`src/rtl/store_pkg.sv`:
```
// Shared encodings and request validity check for the sub-word store sequencer.
package store_pkg;

  localparam logic [1:0] ST_SW  = 2'b00;
  localparam logic [1:0] ST_SH  = 2'b01;
  localparam logic [1:0] ST_SB  = 2'b10;
  localparam logic [1:0] ST_RSV = 2'b11;

  typedef enum logic [2:0] {
    S_IDLE  = 3'd0,
    S_READ  = 3'd1,
    S_MERGE = 3'd2,
    S_WRITE = 3'd3,
    S_ERR   = 3'd4
  } state_t;

  // True when the request must be rejected: misaligned SW/SH or reserved type.
  function automatic logic is_bad_req(input logic [1:0] st_type, input logic [1:0] addr_lo);
    logic bad;
    case (st_type)
      ST_SW:   bad = (addr_lo != 2'b00);
      ST_SH:   bad = addr_lo[0];
      ST_SB:   bad = 1'b0;
      default: bad = 1'b1;
    endcase
    return bad;
  endfunction

endpackage

```
`src/rtl/byte_lane_merge.sv`:
```
// Combinational lane merge: drops a byte or halfword into the addressed lane of a word.
module byte_lane_merge
  import store_pkg::*;
(
  input  logic [31:0] old_word,
  input  logic [31:0] new_data,
  input  logic [1:0]  st_type,
  input  logic [1:0]  byte_sel,
  output logic [31:0] merged
);

  always_comb begin
    merged = old_word;
    if (st_type == ST_SB) begin
      case (byte_sel)
        2'd0:    merged[7:0]   = new_data[7:0];
        2'd1:    merged[15:8]  = new_data[7:0];
        2'd2:    merged[23:16] = new_data[7:0];
        default: merged[31:24] = new_data[7:0];
      endcase
    end else if (st_type == ST_SH) begin
      if (byte_sel[1]) merged[31:16] = new_data[15:0];
      else             merged[15:0]  = new_data[15:0];
    end else begin
      merged = new_data;
    end
  end

endmodule

```
`src/rtl/sub_word_store_ctrl.sv`:
```
// Store sequencer for the data memory: SW writes directly, SH/SB read-modify-write.
//
// state   | meaning
// IDLE    | ready for a request; latch it on req_valid
// READ    | mem_re to the latched word address
// MERGE   | mem_rdata valid; capture merged word into wbuf
// WRITE   | mem_we with wbuf, done pulse
// ERR     | err pulse, memory untouched
module sub_word_store_ctrl
  import store_pkg::*;
#(
  parameter int AW    = 32,
  parameter int DM_AW = 10
) (
  input  logic             clk,
  input  logic             reset,
  input  logic             req_valid,
  output logic             req_ready,
  input  logic [1:0]       req_type,
  input  logic [AW-1:0]    req_addr,
  input  logic [31:0]      req_data,
  output logic             done,
  output logic             err,
  output logic [DM_AW-1:0] mem_addr,
  output logic             mem_re,
  input  logic [31:0]      mem_rdata,
  output logic             mem_we,
  output logic [31:0]      mem_wdata
);

  state_t            state, state_nxt;
  logic [1:0]        type_q;
  logic [DM_AW+1:0]  addr_q;
  logic [31:0]       data_q;
  logic [31:0]       wbuf;
  logic [31:0]       merged;
  logic              accept;
  logic              unused_addr_hi;

  assign accept         = (state == S_IDLE) && req_valid;
  assign unused_addr_hi = ^req_addr[AW-1:DM_AW+2];

  always_ff @(posedge clk or negedge reset) begin
    if (!reset) state <= S_IDLE;
    else        state <= state_nxt;
  end

  always_comb begin
    state_nxt = state;
    case (state)
      S_IDLE: begin
        if (req_valid) begin
          if (is_bad_req(req_type, req_addr[1:0])) state_nxt = S_ERR;
          else if (req_type == ST_SW)               state_nxt = S_WRITE;
          else                                      state_nxt = S_READ;
        end
      end
      S_READ:  state_nxt = S_MERGE;
      S_MERGE: state_nxt = S_WRITE;
      S_WRITE: state_nxt = S_IDLE;
      S_ERR:   state_nxt = S_IDLE;
      default: state_nxt = S_IDLE;
    endcase
  end

  always_comb begin
    req_ready = (state == S_IDLE);
    mem_re    = (state == S_READ);
    mem_we    = (state == S_WRITE);
    done      = (state == S_WRITE);
    err       = (state == S_ERR);
  end

  // wbuf takes SW data at accept; SH/SB overwrite it with the merged word.
  always_ff @(posedge clk or negedge reset) begin
    if (!reset) begin
      type_q <= ST_SW;
      addr_q <= '0;
      data_q <= '0;
      wbuf   <= '0;
    end else if (accept) begin
      type_q <= req_type;
      addr_q <= req_addr[DM_AW+1:0];
      data_q <= req_data;
      wbuf   <= req_data;
    end else if (state == S_MERGE) begin
      wbuf   <= merged;
    end
  end

  byte_lane_merge u_merge (
    .old_word (mem_rdata),
    .new_data (data_q),
    .st_type  (type_q),
    .byte_sel (addr_q[1:0]),
    .merged   (merged)
  );

  assign mem_addr  = addr_q[DM_AW+1:2];
  assign mem_wdata = wbuf;

endmodule
```
`config.mk`:
```
export PLATFORM = sky130hd
export DESIGN_NAME = sub_word_store_ctrl
export DESIGN_NICKNAME = d
export VERILOG_FILES = /design/src/rtl/store_pkg.sv /design/src/rtl/byte_lane_merge.sv /design/src/rtl/sub_word_store_ctrl.sv
export SDC_FILE = /design/constraint.sdc
export NUM_CORES = 1
export LEC_CHECK = 0
export CAP_MARGIN = 20
export CORE_UTILIZATION = 46
export CTS_CLUSTER_DIAMETER = 80
export DETAILED_ROUTE_END_ITERATION = 6
export GPL_ROUTABILITY_DRIVEN = 1
export HOLD_SLACK_MARGIN = 0.12
export PLACE_DENSITY = 0.79
export SYNTH_ARGS = -nofsm -noshare
export SYNTH_HDL_FRONTEND = slang
export SYNTH_SLANG_ARGS = --single-unit
```
`constraint.sdc`:
```
create_clock -name clk -period 3 [get_ports clk]
set_input_delay 0.45 -clock clk [delete_from_list [all_inputs] [get_ports clk]]
set_output_delay 0.45 -clock clk [all_outputs]
set_load 0.02 [all_outputs]
```
Yosys cells after proc, flatten, opt, wreduce, memory -nomap -nowiden
Index checks and enable logic that the tools add are counted.
{"block": "classes", "n_shift": 0, "bitwise": 0, "div": 0, "eq_ne": 11, "reduce_logical": 7, "multipliers": 0, "mux": 17, "addsub": 0, "n_lt_le_gt_ge": 0}
{"operator": "$mux 32", "count": 4}
{"operator": "$mux 16", "count": 2}
{"operator": "$mux 8", "count": 4}
{"operator": "$pmux 3 s3", "count": 1}
{"operator": "$eq 2x1->1 const B", "count": 3}
{"operator": "$eq 2x2->1 const B", "count": 3}
{"operator": "$eq 3x2->1 const B", "count": 2}
{"operator": "$mux 3", "count": 2}
{"operator": "$logic_not 2->1", "count": 2}
{"operator": "$reduce_bool 2->1", "count": 2}
{"operator": "$eq 3x1->1 const B", "count": 1}
{"operator": "$eq 3x3->1 const B", "count": 1}
{"operator": "$logic_not 3->1", "count": 1}
{"operator": "$pmux 1 s3", "count": 1}
{"operator": "$reduce_or 3->1", "count": 1}
{"operator": "$mux 1", "count": 2}
{"operator": "$mux 2", "count": 1}
{"operator": "$ne 2x2->1 const B", "count": 1}
{"operator": "$logic_and 1x1->1", "count": 1}
{"block": "word_totals", "latchBits": 0, "in_bits": 101, "out_inout_bits": 47, "mem_bits_ro": 0, "word_cells": 40, "memories": 0, "register_bits": 81, "ramBits": 0}

Longest topological paths before layout
{"block": "depth", "word_depth": 7, "depth_mapped": 8, "mapped_depth_nobuf": 4}

Hierarchy
Synthesis repeated with hierarchy kept, for this count alone.
{"block": "hier_totals", "hier_cells": 488, "area_unflattened_um2": 4620.7}
{"module": "sub_word_store_ctrl", "cells_per_inst": 331, "area_each_um2": 3412.0, "seq_area_each_um2": 2026.9, "instances": 1}
{"module": "byte_lane_merge", "cells_per_inst": 157, "area_each_um2": 1208.7, "seq_area_each_um2": 0.0, "instances": 1}

Least setup slack after synthesis
Ideal clock, no wire load.
{"block": "synth_path", "kind": "flip-flop to output port", "from": "register state[1]", "to": "output mem_we", "required_time_ns": 2.550, "n_path_buf": 4, "path_slack_ns": 0.968, "arrival_ns": 1.582, "path_stages_with_launch": 6, "cell_sequence": "dfrtp_1 -> clkbuf_1 -> clkbuf_1 -> clkbuf_1 -> and3b_1 -> buf_4"}
{"block": "synth_between", "elab_chain_len": 1}
{"item": "start, declared", "line_no": "sub_word_store_ctrl.sv:31", "text": "state_t state, state_nxt;"}
{"item": "start signal, assigned", "line_no": "sub_word_store_ctrl.sv:45", "text": "else state <= state_nxt;"}
{"item": "$eq 3x2->1"}
{"item": "end, declared", "line_no": "sub_word_store_ctrl.sv:27", "text": "output logic mem_we,"}
No other way between the ends.

Final worst setup path
{"block": "layout_path", "from": "input req_valid", "to": "register wbuf[5] (netlist: mem_wdata[5])"}
{"block": "layout_between", "elab_chain_len": 2, "word_cells_on_any_way": 3, "cone_classes": "mux: 1; reduce/logical: 2"}
{"item": "start, declared", "line_no": "sub_word_store_ctrl.sv:17", "text": "input logic req_valid,"}
{"item": "$logic_and 1x1->1 (*)", "line_no": "sub_word_store_ctrl.sv:40", "text": "assign accept = (state == S_IDLE) && req_valid;"}
{"item": "$mux 32 or $reduce_bool 2->1 (tied branches)"}
{"item": "end signal, assigned", "line_no": "sub_word_store_ctrl.sv:85", "text": "wbuf <= req_data;"}
{"item": "end signal, assigned", "line_no": "sub_word_store_ctrl.sv:87", "text": "wbuf <= merged;"}
{"item": "end, declared", "line_no": "sub_word_store_ctrl.sv:35", "text": "logic [31:0] wbuf;"}
Every way passes the cells marked *; elsewhere a longest branch is shown, timed or not.
A chain may end at the register's enable or synchronous reset.

==> qor.yml <==
ctsRootBufferMaster: "clkbuf_8"
p_leak_nw: 2.729
status: "completed"
grt_pass1_wl_um: 22850
period_needed_ns: 2.378
cts-buffers-inserted: 9
remaining_drc_errors: 0
num_vias: 4692
yosysUniqueCellTypes: 42
grt_overflow_total: 0
path_class: "input pin to flop"
viasPerCell: 6.039
ff2ff_setup_slack_ns: 0.77
tightestPinTransition_ns: 1.161
async_reset_ff_frac: 1.000
yosysSeqAreaShare: 0.4299
dp_hpwl_um: 9854
wl_per_cell_um: 18.80
timing.hold.worst.class: "input pin to asynchronous set/reset pin"
gp_congestion: 0.8922
antenna_found_initial: 0
startpoint_type: "input pin"
synth_edf_count: 0
cts.clk_slew.worst_paths_ns: 0.09
finalMaxSlewViolations: 0
nNetsFinal: 740
die_h_um: 103.2
drt_iter0_markers: 439
core_area_sq_um: 9864
hold_viol: 0
synth_cells: 542
timing.final.crit_share: 0.7928
cts_sinks: 81
path_cells: "clkdlybuf4s50_1 > buf_4 > nor3b_1 > a21oi_1 > a2bb2oi_1 > o21ai_0"
grt_use_total: 0.2839
worst_ir_drop_vdd_mv: 0.4951
routed_wl_um: 14610
worstReg2RegStart: "state[0]$_DFFE_PN0P_"
power.density_nw_per_um2: 1105
syn-num-nets: 643
cts_setup_buffers: 0
yosys_warnings: 0
worst_ep_arrival_time_ns: 2.67
cts_buffer_depth: 2
final_layout_size_suffix_gt1_frac: 0.06366
dieWidth_um: 103.2
start_util: 0.4779
dr.pass1.iters: 6
crit_path_max_fanout: 20
grt_pass1_vias: 4547
tns_ns: 0
worst_setup_path_end_kind: "flop"
syn-cell-area_sq_um: 4715
port_buffers: 127
pre_cts_slack_ns: 0.2723
clkLatencyLatePin_ns: 0.37
layout_setup_ws_ns: 0.6216
critPathMaxStageDelay_ns: 0.96
reg2reg_depth: 4
fmax_mhz: 420.5
antenna_cells: 0
cts_tree: "done"
cpMaxStageDelayCell: "nor3b_1"
clock-skew-final_ns: 0.007401
io_pins: 148
cap_viol_max_count: 0
timing.rr.end: "mem_wdata[20]$_DFFE_PN0P_"
maxSlewHeadroom: 0.2245
syn_avg_cell_area_sq_um: 8.698
ys_ff_latch: 81
rsz0062_at_grt: "no"
fill_cells: 821
die_area_sq_um: 10660
placed_area_sq_um: 5981
ant_nets: 0
area_growth_pct: 31.42
placedCellCount: 759
row_count: 36
synth_top_flop_cell: "dfrtp_1"
grt_max_degree: 82
cp.required_ns: 3.29
stdcell_count: 777
htree_levels: 3
setup-violations-final: 0
design_area_sq_um: 6196
[cells in the final DEF (no fill, tap or decap), drive strengths merged]
| cell type | n |
|---|---|
| nand2 | 137 |
| clkdlybuf4s50 | 126 |
| dfrtp | 81 |
| a21oi | 33 |
| nor2 | 32 |
| mux2i | 25 |
| nor2b | 19 |
| o21ai | 18 |
| a221o | 16 |
| buf | 16 |
| o221ai | 13 |
| o211ai | 13 |
| mux2 | 10 |
| a22oi | 9 |
| nor4 | 9 |
| clkbuf | 9 |
| nor3 | 8 |
| nand2b | 8 |
| a2bb2oi | 8 |
| a211o | 7 |
| a22o | 7 |
| a211oi | 6 |
| o22a | 6 |
| inv | 5 |
| nor3b | 3 |
| o31ai | 3 |
| clkinvlp | 3 |
| o2bb2ai | 2 |
| and2 | 2 |
| clkinv | 2 |
| and3b | 1 |
| or4b | 1 |
| or2 | 1 |
| xor2 | 1 |
| o32a | 1 |
| or3b | 1 |
| o21a | 1 |
| dlygate4sd3 | 1 |
[layer usage]
layer | GRT usage | routed length, um
met2 | 0.4672 | 7009
met3 | 0.03965 | 1158
met5 | 0 | 0
met4 | 0.1192 | 360
met1 | 0.3776 | 6082
[per-stage QoR]
stage | total power [W] | util | hold WS, ns
2_1_floorplan | 0.004712 | - | 0.1544
3_3_place_gp | 0.005875 | 0.6063 | 0.4536
3_5_place_dp | 0.006037 | 0.6063 | 0.4619
4_1_cts | 0.006795 | 0.6243 | 0.3039
5_1_grt | 0.007284 | 0.6281 | 0.4703
6_report | 0.006846 | 0.6281 | 0.4371
[how the worst max path moves through the flow]
stage,endpoint,slack [ns],depth (start not counted),from
finish,mem_wdata[5]$_DFFE_PN0P_,0.62,6,req_valid
global route,mem_wdata[2]$_DFFE_PN0P_,0.51,6,req_valid
CTS,mem_re,0.66,3,state[1]$_DFFE_PN0P_
detailed placement,mem_wdata[2]$_DFFE_PN0P_,0.27,6,req_valid
global placement,mem_wdata[20]$_DFFE_PN0P_,0.46,5,req_valid
floorplan,mem_we,0.97,5,state[1]$_DFFE_PN0P_
[cell families (layout without fill, tap and decap cells)]
kind of cell,Yosys count,in the layout,synth area share
xor+xnor,1,1,0.001858
buf+inv,60,162,0.06343
compound gates,143,143,0.2211
flops,81,81,0.4299
mux,35,35,0.07776
simple gates,222,222,0.2059
[final cells by class]
cell class / instances / area (sq um) / area share
multi-input cells: 401 / 2390 / 0.3857
flip-flops and latches: 81 / 2027 / 0.3271
inverters: 3 / 11.26 / 0.001817
clock inverters: 7 / 53.80 / 0.008683
well taps: 133 / 166.4 / 0.02686
repair buffers: 143 / 1424 / 0.2298
clock buffers: 9 / 123.9 / 0.01999
[timing repair]
item / in CTS / in global routing
hold buffers: 0 / 1
resized for setup: 0 / 0
endpoints found under the hold margin: 0 / 8
[state kept, by name (all words and copies together), names as in the netlist]
register and flops:
addr_q 12, data_q 32, mem_wdata 32, state 3, type_q 2
[critical path, delay by kind of cell]
kind	cells	cell delay, ns
compound gates	3	0.46
buf+inv	2	0.79
simple gates	1	0.96
[Yosys cell counts (all sizes together), types with 2 or more instances]
master     n  share of area
a211o      7          0.013
o31ai      3         0.0048
mux2      10          0.025
a2bb2oi    8          0.015
o21ai     18          0.019
a211oi     6         0.0096
o22a       6          0.011
dfrtp     81           0.43
a21oi     33          0.035
o2bb2ai    2         0.0037
mux2i     25          0.053
clkbuf    24          0.019
a22o       7          0.013
nand2    137           0.11
o221ai    13          0.024
buf       33          0.042
nor3       8         0.0085
nor2b     19          0.025
nand2b     8          0.011
a221o     16          0.034
and2       2         0.0027
o211ai    13          0.021
nor3b      3         0.0048
nor2      32          0.025
nor4       9          0.012
a22oi      9          0.014
inv        2         0.0016
[where the power goes]
part	leakage [nW]	internal [W]	switching, W	total [W]
sequential	1.00	0.00162	0.000562	0.00218
clock	0.0827	0.000308	0.000452	0.000760
combinational	1.65	0.00180	0.00211	0.00390
(Power assumes the default switching activity.)
